--- src/rtl/cpu_ctrl_pkg.sv ---
// Shared control definitions for the simpleCPU instruction sequencer:
// opcodes, one-hot state encoding and strobe bundle bit positions.
package cpu_ctrl_pkg;

    typedef logic [2:0] op_t;

    localparam op_t OP_HLT = 3'b000;
    localparam op_t OP_SKZ = 3'b001;
    localparam op_t OP_ADD = 3'b010;
    localparam op_t OP_AND = 3'b011;
    localparam op_t OP_XOR = 3'b100;
    localparam op_t OP_LDA = 3'b101;
    localparam op_t OP_STO = 3'b110;
    localparam op_t OP_JMP = 3'b111;

    typedef logic [9:0] state_t;

    localparam logic [9:0] ST_IDLE = 10'b00_0000_0001;
    localparam logic [9:0] ST_S0   = 10'b00_0000_0010;
    localparam logic [9:0] ST_S1   = 10'b00_0000_0100;
    localparam logic [9:0] ST_S2   = 10'b00_0000_1000;
    localparam logic [9:0] ST_S3   = 10'b00_0001_0000;
    localparam logic [9:0] ST_S4   = 10'b00_0010_0000;
    localparam logic [9:0] ST_S5   = 10'b00_0100_0000;
    localparam logic [9:0] ST_S6   = 10'b00_1000_0000;
    localparam logic [9:0] ST_S7   = 10'b01_0000_0000;
    localparam logic [9:0] ST_HALT = 10'b10_0000_0000;

    localparam int STB_INC_PC   = 0;
    localparam int STB_LOAD_PC  = 1;
    localparam int STB_LOAD_IR  = 2;
    localparam int STB_LOAD_ACC = 3;
    localparam int STB_RD       = 4;
    localparam int STB_WR       = 5;
    localparam int STB_DATACTL  = 6;
    localparam int STB_HALT     = 7;
    localparam int STB_W        = 8;

    typedef logic [STB_W-1:0] strobe_t;

    // Opcodes that read an operand from memory into the accumulator.
    function automatic logic is_alu(op_t op);
        return op inside {OP_ADD, OP_AND, OP_XOR, OP_LDA};
    endfunction

endpackage

--- src/rtl/instr_sequencer_if.sv ---
// Phase-in / strobe-out bundle between phase generator, sequencer and datapath.
// SEQ_RESUME_EN adds the resume input used to leave HALT.
interface instr_sequencer_if #(
    parameter int OP_W = 3
) ();

    logic            fetch;
    logic [OP_W-1:0] opcode;
    logic            zero;
`ifdef SEQ_RESUME_EN
    logic            resume;
`endif
    logic            inc_pc;
    logic            load_pc;
    logic            load_ir;
    logic            load_acc;
    logic            rd;
    logic            wr;
    logic            datactl_ena;
    logic            halt;

    modport master (
        input  fetch, opcode, zero,
`ifdef SEQ_RESUME_EN
        input  resume,
`endif
        output inc_pc, load_pc, load_ir, load_acc,
        output rd, wr, datactl_ena, halt
    );

    modport slave (
        output fetch, opcode, zero,
`ifdef SEQ_RESUME_EN
        output resume,
`endif
        input  inc_pc, load_pc, load_ir, load_acc,
        input  rd, wr, datactl_ena, halt
    );

endinterface

--- src/rtl/instr_strobe_decode.sv ---
// Combinational map from (state, latched opcode, latched zero) to the
// control strobe vector; the sequencer registers the result.
module instr_strobe_decode
    import cpu_ctrl_pkg::*;
(
    input  state_t  state_i,
    input  op_t     op_i,
    input  logic    zero_i,
    output strobe_t strobe_o
);

    logic alu;
    logic skip;

    assign alu  = is_alu(op_i);
    assign skip = (op_i == OP_SKZ) && zero_i;

    always_comb begin
        strobe_o = '0;
        case (state_i)
            ST_S0: begin
                strobe_o[STB_RD]      = 1'b1;
                strobe_o[STB_LOAD_IR] = 1'b1;
            end
            ST_S1: begin
                strobe_o[STB_RD]      = 1'b1;
                strobe_o[STB_LOAD_IR] = 1'b1;
                strobe_o[STB_INC_PC]  = 1'b1;
            end
            ST_S3: begin
                strobe_o[STB_HALT]   = (op_i == OP_HLT);
                strobe_o[STB_INC_PC] = (op_i != OP_HLT);
            end
            ST_S4: begin
                strobe_o[STB_RD]      = alu;
                strobe_o[STB_LOAD_PC] = (op_i == OP_JMP);
                strobe_o[STB_DATACTL] = (op_i == OP_STO);
            end
            ST_S5: begin
                strobe_o[STB_RD]       = alu;
                strobe_o[STB_LOAD_ACC] = alu;
                strobe_o[STB_LOAD_PC]  = (op_i == OP_JMP);
                strobe_o[STB_INC_PC]   = skip || (op_i == OP_JMP);
                strobe_o[STB_DATACTL]  = (op_i == OP_STO);
                strobe_o[STB_WR]       = (op_i == OP_STO);
            end
            ST_S6: begin
                strobe_o[STB_RD]      = alu;
                strobe_o[STB_DATACTL] = (op_i == OP_STO);
            end
            ST_S7: begin
                strobe_o[STB_INC_PC] = skip;
            end
            ST_HALT: begin
                strobe_o[STB_HALT] = 1'b1;
            end
            default: begin
                strobe_o = '0;
            end
        endcase
    end

endmodule

--- src/rtl/instr_sequencer.sv ---
// simpleCPU 8-step instruction-cycle strobe sequencer with registered outputs.
// SEQ_RESUME_EN: when defined, resume=1 in HALT restarts at S0.
module instr_sequencer
    import cpu_ctrl_pkg::*;
#(
    parameter bit AUTO_START = 1'b0,
    parameter int OP_W       = 3
) (
    input  logic                clk,
    input  logic                rst,
    instr_sequencer_if.master   bus
);

    if (OP_W != 3) begin : g_op_w_chk
        $error("instr_sequencer: OP_W must be 3");
    end

    state_t  state_q, state_d;
    logic    running_q, running_d;
    op_t     op_q, op_d;
    logic    zero_q, zero_d;
    strobe_t strobe_q, strobe_d;

    always_comb begin
        state_d   = state_q;
        running_d = running_q;
        op_d      = op_q;
        zero_d    = zero_q;
        case (state_q)
            ST_IDLE: begin
                if (!running_q && (bus.fetch || AUTO_START)) begin
                    state_d   = ST_S0;
                    running_d = 1'b1;
                end
            end
            ST_S0: state_d = ST_S1;
            ST_S1: state_d = ST_S2;
            ST_S2: begin
                state_d = ST_S3;
                op_d    = bus.opcode;
            end
            ST_S3: begin
                state_d = (op_q == OP_HLT) ? ST_HALT : ST_S4;
            end
            ST_S4: begin
                state_d = ST_S5;
                zero_d  = bus.zero;
            end
            ST_S5: state_d = ST_S6;
            ST_S6: state_d = ST_S7;
            ST_S7: state_d = ST_S0;
            ST_HALT: begin
`ifdef SEQ_RESUME_EN
                if (bus.resume) begin
                    state_d = ST_S0;
                end
`endif
            end
            default: begin
                state_d   = ST_IDLE;
                running_d = 1'b0;
            end
        endcase
    end

    // Decode the upcoming state so the registered strobes line up with it.
    instr_strobe_decode u_decode (
        .state_i  (state_d),
        .op_i     (op_d),
        .zero_i   (zero_d),
        .strobe_o (strobe_d)
    );

    always_ff @(posedge clk or posedge rst) begin
        if (rst) begin
            state_q   <= ST_IDLE;
            running_q <= 1'b0;
            op_q      <= OP_HLT;
            zero_q    <= 1'b0;
            strobe_q  <= '0;
        end else begin
            state_q   <= state_d;
            running_q <= running_d;
            op_q      <= op_d;
            zero_q    <= zero_d;
            strobe_q  <= strobe_d;
        end
    end

    assign bus.inc_pc      = strobe_q[STB_INC_PC];
    assign bus.load_pc     = strobe_q[STB_LOAD_PC];
    assign bus.load_ir     = strobe_q[STB_LOAD_IR];
    assign bus.load_acc    = strobe_q[STB_LOAD_ACC];
    assign bus.rd          = strobe_q[STB_RD];
    assign bus.wr          = strobe_q[STB_WR];
    assign bus.datactl_ena = strobe_q[STB_DATACTL];
    assign bus.halt        = strobe_q[STB_HALT];

endmodule

--- src/flat_wrapper.sv ---
// flat-port wrapper written by rule: the top's interface ports become plain ports
module instr_sequencer_flat import cpu_ctrl_pkg::*;
#(
    parameter bit AUTO_START = 1'b0,
    parameter int OP_W       = 3
)
  (clk, rst, bus_fetch, bus_opcode, bus_zero, bus_inc_pc, bus_load_pc, bus_load_ir, bus_load_acc, bus_rd, bus_wr, bus_datactl_ena, bus_halt);
  instr_sequencer_if #(.OP_W(OP_W)) bus_i ();
  input  logic clk;
  input  logic rst;
  input wire logic [$bits(bus_i.fetch)-1:0] bus_fetch;
  input wire logic [$bits(bus_i.opcode)-1:0] bus_opcode;
  input wire logic [$bits(bus_i.zero)-1:0] bus_zero;
  output wire logic [$bits(bus_i.inc_pc)-1:0] bus_inc_pc;
  output wire logic [$bits(bus_i.load_pc)-1:0] bus_load_pc;
  output wire logic [$bits(bus_i.load_ir)-1:0] bus_load_ir;
  output wire logic [$bits(bus_i.load_acc)-1:0] bus_load_acc;
  output wire logic [$bits(bus_i.rd)-1:0] bus_rd;
  output wire logic [$bits(bus_i.wr)-1:0] bus_wr;
  output wire logic [$bits(bus_i.datactl_ena)-1:0] bus_datactl_ena;
  output wire logic [$bits(bus_i.halt)-1:0] bus_halt;
  assign bus_i.fetch = bus_fetch;
  assign bus_i.opcode = bus_opcode;
  assign bus_i.zero = bus_zero;
  assign bus_inc_pc = bus_i.inc_pc;
  assign bus_load_pc = bus_i.load_pc;
  assign bus_load_ir = bus_i.load_ir;
  assign bus_load_acc = bus_i.load_acc;
  assign bus_rd = bus_i.rd;
  assign bus_wr = bus_i.wr;
  assign bus_datactl_ena = bus_i.datactl_ena;
  assign bus_halt = bus_i.halt;
  instr_sequencer #(.AUTO_START(AUTO_START), .OP_W(OP_W)) u_core (.clk(clk), .rst(rst), .bus(bus_i));
endmodule
--- config.mk ---
export PLATFORM = sky130hd
export DESIGN_NAME = instr_sequencer_flat
export DESIGN_NICKNAME = d
export VERILOG_FILES = /design/src/rtl/cpu_ctrl_pkg.sv /design/src/rtl/instr_sequencer_if.sv /design/src/rtl/instr_strobe_decode.sv /design/src/rtl/instr_sequencer.sv /design/src/flat_wrapper.sv
export SDC_FILE = /design/constraint.sdc
export NUM_CORES = 1
export LEC_CHECK = 0
export ABC_AREA = 1
export BUFFER_PORTS_ARGS = -buffer_cell sky130_fd_sc_hd__buf_2
export CAP_MARGIN = 15
export CORE_MARGIN = 2
export CORE_UTILIZATION = 30
export CTS_CLUSTER_SIZE = 30
export DETAILED_ROUTE_END_ITERATION = 8
export HOLD_SLACK_MARGIN = 0.08
export MAX_ROUTING_LAYER = met4
export PLACE_DENSITY = 0.59
export SYNTH_ARGS = -nofsm -noshare
export SYNTH_HDL_FRONTEND = slang
export SYNTH_SLANG_ARGS = --single-unit
--- constraint.sdc ---
create_clock -name clk -period 1.3 [get_ports clk]
set_input_delay 0.195 -clock clk [delete_from_list [all_inputs] [get_ports clk]]
set_output_delay 0.195 -clock clk [all_outputs]
set_load 0.01 [all_outputs]
* Word-level counts from Yosys, hierarchy flattened
Index checks and enable logic that the tools add are counted.
Storage, ports and cells: output and inout bits 8, flip-flop bits (word level) 23, input bits 7
Cells by class: bitwise gates (word level) 1, reduce and logical (&&, ||, !) cells 13, muxes and demuxes 15, equal/unequal tests 26
Operators by type and width (count):
- one-hot mux 10 bit (10 select lines) | 1
- equality test 10 bit, second input constant | 2
- equality test 10 x 2 -> 1 bit, second input constant | 2
- equality test 10 x 3 -> 1 bit, second input constant | 2
- equality test 10 x 5 -> 1 bit, second input constant | 2
- equality test 10 x 6 -> 1 bit, second input constant | 2
- equality test 10 x 7 -> 1 bit, second input constant | 2
- equality test 10 x 8 -> 1 bit, second input constant | 2
- equality test 10 x 9 -> 1 bit, second input constant | 2
- two-way mux 10 bit | 2
- equality test 3 bit, second input constant | 4
- equality test 10 x 1 -> 1 bit, second input constant | 1
- equality test 10 x 4 -> 1 bit, second input constant | 1
- OR reduction 9 bit | 1
- two-way mux 1 bit | 7
- equality test 3 x 2 -> 1 bit, second input constant | 2
- zero test 3 bit | 2
- one-hot mux 1 bit (2 select lines) | 3
- one-hot mux 1 bit (4 select lines) | 1
- nonzero test 4 bit | 1
- OR reduction 2 bit | 2
- equality test 3 x 1 -> 1 bit, second input constant | 1
- two-way mux 3 bit | 1
- nonzero test 3 bit | 1
- other kinds (7) | 8

* Logic depth before layout (Yosys ltp)
Gate-level depths: netlist (run 1).
word-level depth 7, gate-level depth with buffers 12

* By module
Synthesis (run 1) repeated with hierarchy kept, for this count alone.
Second synthesis, totals: cells, all modules 173, area total of the unflattened synthesis 1316.3 um^2
Modules (own cells, without submodules):
- instr_sequencer | sequential area each 576.8 um^2, area each 1012.2 um^2, times used 1, cells an instance 110
- instr_strobe_decode | sequential area each 0.0 um^2, area each 304.0 um^2, times used 1, cells an instance 63

* Least setup slack after synthesis (run 1)
No wires, ideal clock.
path kind register -> register, from register u_core.state_q[7], to register u_core.strobe_q[0], period minus slack after synthesis 1.420 ns, stages on the path, launching flop included 11, path buffers 0, path slack -0.120 ns, arrival 1.301 ns, required time 1.181 ns, setup time 0.119 ns, cell sequence dfrtp_1 nor2_4 nand3_2 o21bai_1 nand2_2 nor2_2 nand2_1 nand2_1 inv_1 nor2_1 nand2_1
Between the ends: longest elaborated chain between the ends 6, elaborated cells between the ends (all ways) 24, those cells by class eq/ne: 16; mux: 5; reduce/logical: 3
RTL lines:
- start, declared | RTL line instr_sequencer.sv:18 | state_t state_q, state_d;
- start signal, assigned | RTL line instr_sequencer.sv:82 | state_q <= state_d;
- equality test 10 x 4 -> 1 bit * | RTL line instr_sequencer.sv:29 | case (state_q)
- two-way mux 3 bit * | RTL line instr_sequencer.sv:29
- via u_core.op_d[1] | RTL line instr_sequencer.sv:20 | op_t op_q, op_d;
- equality test 3 x 1 -> 1 bit | RTL line instr_strobe_decode.sv:16 | assign skip = (op_i == OP_SKZ) && zero_i;
- logical AND 1 bit | RTL line instr_strobe_decode.sv:16
- logical OR 1 bit | RTL line instr_strobe_decode.sv:43 | strobe_o[STB_INC_PC] = skip || (op_i == OP_JMP);
- one-hot mux 1 bit (4 select lines) * | RTL line instr_strobe_decode.sv:20 | case (state_i)
- via u_core.strobe_d[0] | RTL line instr_sequencer.sv:22 | strobe_t strobe_q, strobe_d;
- end signal, assigned | RTL line instr_sequencer.sv:86 | strobe_q <= strobe_d;
- end, declared | RTL line instr_sequencer.sv:22
The timed path passes the listed nets; every way through them passes the cells marked *. A chain may end at the register's enable or synchronous reset.

* Final worst setup path (run 1)
from register u_core.state_q[9], to register u_core.strobe_q[7]
Between the ends: longest elaborated chain between the ends 4, elaborated cells between the ends (all ways) 17, those cells by class eq/ne: 12; mux: 4; reduce/logical: 1
RTL lines:
- equality test 10 x 4 -> 1 bit | RTL line instr_sequencer.sv:29
- two-way mux 3 bit | RTL line instr_sequencer.sv:29
- via u_core.op_d[1] | RTL line instr_sequencer.sv:20
- zero test 3 bit | RTL line instr_strobe_decode.sv:31 | strobe_o[STB_HALT] = (op_i == OP_HLT);
- one-hot mux 1 bit (2 select lines) | RTL line instr_strobe_decode.sv:20
- via u_core.strobe_d[7] | RTL line instr_sequencer.sv:22
The timed path passes the listed nets, and every way through them passes these cells.

==> flow_metrics.tcl, run 1 <==
set metrics [dict create \
    arrival_ps 1770 \
    maxSlewViolCount 0 \
    wl_mm 3.12 \
    ir_drop_mv 0.675 \
    ys_seq_area_share_pct 49.8 \
    grt_pass1_wl_mm 4.77 \
    violations "negative setup slack" \
    setup_viol_count_final 16 \
    rsz0062_at_grt "true" \
    vias_per_cell 4.39 \
    p_comb_share_pct 52.7 \
    startpoint "u_core.state_q[9]$_DFF_PP0_" \
    dieHeight_um 66.1 \
    drc_errors 0 \
    syn_area_um2 1160 \
    r2r-start "u_core.state_q[9]$_DFF_PP0_" \
    seq_area_um2 577 \
    tightest_slew_ps 302 \
    dp_hpwl_mm 2.17 \
    max_freq_ghz 0.632 \
    die_w_um 66.1 \
    ant_nets 0 \
    post_synth_num_cell_types 23 \
    hp-class "input port to flop" \
    gp_congestion 0.843 \
    p_leak_nw 1.03 \
    n_antenna_cell 0 \
    syn_area_per_cell_um2 7.83 \
    start_util_pct 31.4 \
    die-area_um2 4380 \
    insertion_delay_ps 280 \
    vias 1119 \
    endpoint_kind "flop" \
    grt_use_total_pct 15.3 \
    status "complete, but fails checks" \
    fp.coreArea_um2 3690 \
    cellPowerDensity_nw_per_um2 1690 \
    critPathRequiredTime_ps 1490 \
    portBuffers 14 \
    io_pins 15 \
    synth_nets 155 \
    cts_made_buffers 3 \
    slew_headroom_pct 79.9 \
    cts_max_level 1 \
    antenna_found_initial 0 \
    period_needed_ps 1580 \
    floorplan.rows 22 \
    fillers 386 \
    power.share.sequential_pct 32.3 \
    cp-start-kind "flop" \
    cp_max_fo 4 \
    synthArstFlopShare_pct 100 \
    clk_pin_slew_ps 90 \
    grt_pass1_vias 1067 \
    syn2layout_area_growth_pct 56.8 \
    synth_cells 148 \
    clock_sinks 23 \
    place_area_um2 1540 \
    cap_violations 0 \
    setup_tns_ps -2440 \
    hp-start "bus_opcode[2]" \
    cts_tree "done" \
    drive_gt1_share_pct 51.2 \
    pwr-share-clk_pct 15.0 \
    switching_power_mw 1.20 \
    clock_path_buffers 2 \
    finalCritPeriodShare_pct 122 \
    ys_warn_count 0 \
    fin_area_um2 1820 \
    nets 215 \
    synth-edff-count 0 \
    wl_per_cell_um 12.2 \
    hold_viol_final 0 \
    dr.pass1.iters 4 \
    layout_setup_ws_ps -282 \
    grt_overflow 0 \
    power_mw 3.08 \
    clock-root-buffer "clkbuf_8" \
    switching_share_pct 38.9 \
    synth_seq_cells 23 \
    grt_max_degree 24 \
    critPathKind "flop to flop" \
    ys.flop_type "dfrtp_1" \
    drt_iter0_markers 15 \
    fin_skew_ps 10.8 \
    multi_input_comb_area_um2 614 \
    internal_power_mw 1.88 \
]
==> worst max-delay path, cell delays in order (launching register included) <==
cell	delay, ps
dfrtp_1	430
nor2_4	200
nand3_4	120
o21bai_1	170
nand2_2	110
nor2_4	130
nand2_2	90
buf_6	120
o21bai_1	130
==> cell type report <==
| cell class | count | share of cell area [%] |
|---|---|---|
| Multi-Input combinational cell | 96 | 33.8 |
| Inverter | 29 | 5.99 |
| Tap cell | 48 | 3.31 |
| Clock buffer | 3 | 2.27 |
| Sequential cell | 23 | 31.7 |
| Clock inverter | 1 | 0.275 |
| Timing Repair Buffer | 55 | 22.6 |
==> worst paths after layout <==
check                                               end  slack, ps  depth (start not counted)
max                        u_core.strobe_q[7]$_DFF_PP0_       -280                          8
min                            u_core.op_q[2]$_DFF_PP0_        200                          3
max reg2reg                u_core.strobe_q[7]$_DFF_PP0_       -280                          8
min reg2reg                u_core.running_q$_DFFE_PP0P_        500                          2
max in group asynchronous   u_core.state_q[0]$_DFF_PP1_        530                          4
min in group asynchronous   u_core.state_q[8]$_DFF_PP0_        490                          4
==> through the flow <==
step                worst slack [ps]  hold slack [ps]  instances  utilization, %
finish                          -282              200        255            49.3
global placement                -272              255        242            41.7
floorplan                      -99.8              196        148               -
global route                    -378              219        255            49.3
detailed placement              -269              254        242            41.7
CTS                             -235              197        249            45.2
==> state kept, by name, indices dropped and copies added (netlist names) <==
name              cells
u_core.running_q      1
u_core.state_q       10
u_core.op_q           3
u_core.strobe_q       8
u_core.zero_q         1
==> power groups by stage <==
stage	clock network (mW)	registers, mW	logic, mW
final	0.462	0.993	1.62
after global placement	0	0.979	1.21
after floorplan	0	0.982	0.712
after global routing	0.494	1.01	1.79
after detailed placement	0	0.980	1.22
after CTS	0.481	0.987	1.31
==> cells by family after synthesis <==
group | Yosys count | share of synthesized area, %
AO/OA/AOI/OAI | 7 | 4.21
flip-flops | 23 | 49.8
buffers and inverters | 29 | 9.40
AND/OR/NAND/NOR | 89 | 36.6
==> Yosys cell counts (2+ instances only) <==
cell	instances	area share, %
nand2_2	3	1.6
dfrtp_1	22	48
nor2_2	6	3.2
nand4_1	3	1.6
nor2_1	20	6.5
nand3_1	9	3.9
nand3b_1	2	1.3
inv_2	2	0.65
nor3_1	3	1.3
nand2_1	37	12
inv_1	27	8.7
o21bai_1	2	1.3
nor2_4	2	1.9
==> cell usage in the layout (no fill, tap or decap) <==
cell type	instances
o21bai_1	2
nand4_1	3
nand3_4	2
dlygate4sd3_1	1
buf_2	14
nand3_1	5
dfstp_2	1
o21bai_2	1
nor2_1	9
clkbuf_8	3
buf_6	8
nor3_1	3
buf_4	32
nand2_1	30
o31ai_1	1
nand3b_1	2
inv_1	21
nand4_2	1
o21ai_0	1
o21ai_2	1
inv_2	8
nand2_4	2
or2_4	2
dfrtp_1	22
nand3_2	3
clkinv_2	1
nand2_2	8
a21oi_1	1
nor2_2	8
nor2_4	11
==> per-layer routing <==
layer  share of wire [%]  wire length (um)  up-vias  track usage (%)
met4                 2.9                89        0             6.89
li1                    -                 -      568                -
met1                  43              1350      532             18.3
met2                  52              1620       12             25.6
met3                 1.8                56        7             2.04
met5                   0                 0        -                -
==> repair_timing <==
item | in CTS | in global routing
setup endpoints to repair | 16 | 18
hold buffers | 1 | 0
pin swaps | 8 | 11
setup buffers | 2 | 7
hold endpoints to repair | 22 | 0
gates resized for setup | 18 | 31
(Power assumes the default switching activity.)
==> inputs of run 2 (changes only) <==
--- a/config.mk
+++ b/config.mk
@@ -10,6 +10,7 @@
 export CAP_MARGIN = 15
 export CORE_MARGIN = 2
 export CORE_UTILIZATION = 30
+export CTS_CLUSTER_DIAMETER = 100
 export CTS_CLUSTER_SIZE = 30
 export DETAILED_ROUTE_END_ITERATION = 8
 export HOLD_SLACK_MARGIN = 0.08
==> constraint.sdc (replaced) <==
create_clock -name clk -period 1.45 [get_ports clk]
set_input_delay 0.2175 -clock clk [delete_from_list [all_inputs] [get_ports clk]]
set_output_delay 0.2175 -clock clk [all_outputs]
set_load 0.01 [all_outputs]
==> flow_metrics.tcl, run 2 (synthesis gave the netlist of run 1 again) <==
set metrics [dict create \
    portBuffers 14 \
    seq_area_um2 577 \
    critPathKind "flop to flop" \
    final_cell_mix "32 x buf_4, 29 x nand2_1, 25 x inv_1, 22 x dfrtp_1, 14 x buf_2" \
    grt_max_degree 24 \
    period_needed_ps 1560 \
    top_register "u_core.state_q" \
    cellPowerDensity_nw_per_um2 1530 \
    fin_skew_ps 3.70 \
    clock_path_buffers 2 \
    setup_viol_count_final 9 \
    wl_mm 2.73 \
    layout_setup_ws_ps -109 \
    fp.coreArea_um2 3690 \
    final_common_cell "buf_4" \
    cap_violations 0 \
    drc_errors 0 \
    cts_tree "done" \
    maxSlewViolCount 0 \
    n_antenna_cell 0 \
    grt_use_total_pct 13.8 \
    status "complete, but fails checks" \
    dp.cells 236 \
    ir_drop_mv 0.768 \
    vias_per_cell 4.23 \
    drt_iter0_markers 35 \
    slew_headroom_pct 79.4 \
    tightest_slew_ps 307 \
    cts_max_level 1 \
    clock_sinks 23 \
    start_util_pct 31.4 \
    gp_congestion 0.891 \
    hold_viol_final 0 \
    largestRegisters "u_core.state_q: 10 flops, u_core.strobe_q: 8 flops, u_core.op_q: 3 flops" \
    cp-start-kind "flop" \
    io_pins 15 \
    vias 1050 \
    grt_pass1_vias 1027 \
    critPathRequiredTime_ps 1660 \
    drive_gt1_share_pct 47.0 \
    floorplan.rows 22 \
    ant_nets 0 \
    endpoint_kind "flop" \
    antenna_found_initial 0 \
    dieHeight_um 66.1 \
    clock-root-buffer "clkbuf_8" \
    dp_hpwl_mm 1.96 \
    power_mw 2.63 \
    fillers 372 \
    largest_reg_flops 10 \
    cts_made_buffers 3 \
    arrival_ps 1770 \
    grt_overflow 0 \
    dr.pass1.iters 4 \
    die_w_um 66.1 \
    die-area_um2 4380 \
    multi_input_comb_area_um2 601 \
    finalCritPeriodShare_pct 108 \
    violations "negative setup slack" \
    cp_max_fo 4 \
    syn2layout_area_growth_pct 48.7 \
    max_freq_ghz 0.641 \
    p_leak_nw 0.999 \
    insertion_delay_ps 270 \
    grt_pass1_wl_mm 4.49 \
    nets 208 \
    hp-class "input port to flop" \
    fin_cells 248 \
    clk_pin_slew_ps 80 \
    pre_cts_ws_ps -158 \
    rsz0062_at_grt "true" \
    wl_per_cell_um 11.0 \
]
run 2: repair_timing:
action                                  in CTS  in global routing
pin swaps                                   14                 11
gates resized for setup                     17                 20
hold buffers                                 1                  0
endpoints found under the setup margin       9                 11
hold endpoints to repair                    22                  0
buffers inserted                             5                  2
run 2: worst max-delay path, cell delays in order (launching register included):
cell,delay [ps]
dfrtp_1,420
nor2_4,190
nand2_2,130
nor2_2,130
nand2_1,90
nand2_1,80
nand2_2,80
nor2_1,150
nand3_1,80
nand2_1,60
nor2_1,40
nand2_1,50
run 2: through the flow:
| step | cell area [um2] | util, % | TNS (ps) | hold WS [ps] |
|---|---|---|---|---|
| after floorplan | 1160 | - | 0 | 219 |
| after global placement | 1480 | 40.2 | -871 | 275 |
| after detailed placement | 1480 | 40.2 | -719 | 275 |
| after CTS | 1630 | 44.3 | -451 | 221 |
| after global routing | 1720 | 46.7 | -1610 | 237 |
| final | 1720 | 46.7 | -599 | 223 |
run 2: worst paths after layout:
path                                              start                           end  slack (ps)  cells past startpoint
min in group asynchronous                           rst  u_core.strobe_q[6]$_DFF_PP0_         530                      4
max in group asynchronous                           rst   u_core.state_q[0]$_DFF_PP1_         640                      4
hold / removal                            bus_opcode[2]      u_core.op_q[2]$_DFF_PP0_         220                      3
setup reg to reg            u_core.state_q[7]$_DFF_PP0_  u_core.strobe_q[0]$_DFF_PP0_        -110                     11
setup / recovery            u_core.state_q[7]$_DFF_PP0_  u_core.strobe_q[0]$_DFF_PP0_        -110                     11
hold reg to reg            u_core.running_q$_DFFE_PP0P_  u_core.running_q$_DFFE_PP0P_         480                      2
run 2: layout make-up:
type | instances | area share, %
Multi-Input combinational cell | 96 | 34.9
Clock buffer | 4 | 2.61
Tap cell | 48 | 3.49
Timing Repair Buffer | 48 | 19.2
Sequential cell | 23 | 33.5
Inverter | 29 | 6.32
run 2: power breakdown:
part	internal (mW)	switching, mW	leakage [nW]	total, mW
combinational	0.638	0.712	0.670	1.35
clock	0.196	0.205	0.0228	0.401
sequential	0.789	0.0900	0.306	0.879
total	1.62	1.01	0.999	2.63
run 2: routing by layer:
metal	vias up	routed length (um)	global-route usage [%]
li1	555	-	-
met1	473	1280	19.1
met2	20	1330	21.1
met3	2	106	3.24
met4	0	5	2.30
met5	-	0	-
==> inputs of run 3 (changes only) <==
--- a/config.mk
+++ b/config.mk
@@ -11,7 +11,7 @@
 export CORE_MARGIN = 2
 export CORE_UTILIZATION = 30
 export CTS_CLUSTER_DIAMETER = 100
-export CTS_CLUSTER_SIZE = 30
+export CTS_CLUSTER_SIZE = 16
 export DETAILED_ROUTE_END_ITERATION = 8
 export HOLD_SLACK_MARGIN = 0.08
 export MAX_ROUTING_LAYER = met4
@@ -19,3 +19,4 @@
 export SYNTH_ARGS = -nofsm -noshare
 export SYNTH_HDL_FRONTEND = slang
 export SYNTH_SLANG_ARGS = --single-unit
+export TNS_END_PERCENT = 50
==> flow_metrics.tcl, run 3 (synthesis gave the netlist of run 1 again) <==
set metrics [dict create \
    status "complete, but fails checks" \
    violations "negative setup slack" \
    tightest_slew_ps 353 \
    antenna_found_initial 0 \
    top_register "u_core.state_q" \
    hp-class "input port to flop" \
    fp.coreArea_um2 3690 \
    critPathBufInv 2 \
    dp_hpwl_mm 1.96 \
    cap_violations 0 \
    period_needed_ps 1550 \
    path_cells "buf_4, inv_2, nand2_2, nor2_1, nand3_2, nand2_4, nor2_4, or2_4, nor2_1" \
    maxUsedRoutingLayer "met4" \
    p_leak_nw 0.997 \
    wl_mm 2.67 \
    final_core_util_pct 46.1 \
    critPathRequiredTime_ps 1650 \
    worst_path_most_repeated_cell "nor2_1" \
    whs_ps 225 \
    cts_made_buffers 3 \
    cellPowerDensity_nw_per_um2 1550 \
    syn2layout_area_growth_pct 46.7 \
    n_antenna_cell 0 \
    fin_area_um2 1700 \
    clk_pin_slew_ps 80 \
    clock_sinks 23 \
    ir_drop_mv 0.770 \
    setup_viol_count_final 8 \
    route.met2.wl_mm 1.27 \
    clock-root-buffer "clkbuf_8" \
    max_freq_ghz 0.647 \
    grt_overflow 0 \
    slew_headroom_pct 76.3 \
    die-area_um2 4380 \
    cts_max_level 1 \
    insertion_delay_ps 260 \
    floorplan.rows 22 \
    rsz0062_at_grt "true" \
    largest_reg_flops 10 \
    layout_setup_ws_ps -95.3 \
    grt_pass1_wl_mm 4.49 \
    dr.pass1.iters 5 \
    hold_viol_final 0 \
    endpoint_kind "flop" \
    grt_max_degree 24 \
    gp_congestion 0.891 \
    cpLargestDelayFamily "simple AND/OR/NAND/NOR gates" \
    pre_cts_ws_ps -158 \
    cp_max_fo 4 \
    io_pins 15 \
    final_cell_mix "31 x nand2_1, 31 x buf_4, 26 x inv_1, 22 x dfrtp_1, 14 x buf_2" \
    largestRegisters "u_core.state_q: 10 flops, u_core.strobe_q: 8 flops, u_core.op_q: 3 flops" \
    wl_met3_um 125 \
    die_w_um 66.1 \
    fillers 379 \
    cpPeakStageDelay_ps 420 \
    portBuffers 14 \
    nets 208 \
    slowest_stage "dfrtp_1" \
    fin_skew_ps 4.94 \
    wl_per_cell_um 10.8 \
    fin_cells 248 \
    vias_per_cell 4.21 \
    dieHeight_um 66.1 \
    maxSlewViolCount 0 \
    drive_gt1_share_pct 44.5 \
    cts_tree "done" \
    dp.cells 236 \
    cp-start-kind "flop" \
    drt_iter0_markers 43 \
    drc_errors 0 \
    grt_use_total_pct 13.8 \
    grt_pass1_vias 1028 \
    critPathKind "flop to flop" \
    arrival_ps 1740 \
    clock_path_buffers 2 \
    ant_nets 0 \
    finalCritPeriodShare_pct 107 \
    start_util_pct 31.4 \
    wirelength_met1_mm 1.27 \
    vias 1044 \
    place_area_um2 1480 \
]
[run 3: cell counts in the layout (fill, tap and decap cells not counted)]
Identical to the previous run, type by type.
[run 3: area by class of cell]
| class | instances | area [um2] | area share, % |
|---|---|---|---|
| Sequential cell | 23 | 577 | 33.9 |
| Clock buffer | 4 | 45.0 | 2.65 |
| Inverter | 29 | 109 | 6.41 |
| Timing Repair Buffer | 48 | 335 | 19.7 |
| Multi-Input combinational cell | 96 | 573 | 33.7 |
| Tap cell | 48 | 60.1 | 3.53 |
[run 3: where the power goes]
group	switching (mW)	total [mW]	internal, mW
logic	0.703	1.35	0.645
clock network	0.204	0.400	0.196
registers	0.0894	0.878	0.789
total	0.996	2.63	1.63
[run 3: repair_timing]
item	in CTS	in global routing
endpoints found under the setup margin	9	11
gates cloned	0	0
hold buffers	1	0
endpoints found under the hold margin	22	0
resized for setup	17	14
pin swaps	14	11
buffers inserted	5	2
[run 3: metrics by stage]
| step | setup TNS [ps] | total power, mW |
|---|---|---|
| 2_1_floorplan | 0 | 1.50 |
| 3_3_place_gp | -871 | 1.91 |
| 3_5_place_dp | -719 | 1.91 |
| 4_1_cts | -451 | 2.47 |
| 5_1_grt | -1490 | 2.84 |
| 6_report | -422 | 2.63 |
[run 3: path summary, 6_finish.rpt]
path	startpoint	to	slack (ps)	cells past startpoint
hold reg to reg	u_core.running_q$_DFFE_PP0P_	u_core.running_q$_DFFE_PP0P_	480	2
max in group asynchronous	rst	u_core.state_q[0]$_DFF_PP1_	640	4
hold / removal	bus_opcode[2]	u_core.op_q[2]$_DFF_PP0_	220	3
min in group asynchronous	rst	u_core.strobe_q[6]$_DFF_PP0_	530	4
setup / recovery	u_core.state_q[1]$_DFF_PP0_	u_core.strobe_q[3]$_DFF_PP0_	-100	9
setup reg to reg	u_core.state_q[1]$_DFF_PP0_	u_core.strobe_q[3]$_DFF_PP0_	-100	9
[run 3: layer usage]
| layer | GRT usage, % | vias up |
|---|---|---|
| li1 | - | 555 |
| met1 | 19.1 | 463 |
| met2 | 21.1 | 24 |
| met3 | 3.24 | 2 |
| met4 | 2.30 | 0 |
| met5 | - | - |
[run 3: worst register-to-register path, stage by stage, from the launching register on]
cell and delay (ps):
dfrtp_1 420, buf_4 170, inv_2 80, nand2_2 60, nor2_1 120, nand3_2 120, nand2_4 110, nor2_4 50
or2_4 250, nor2_1 100
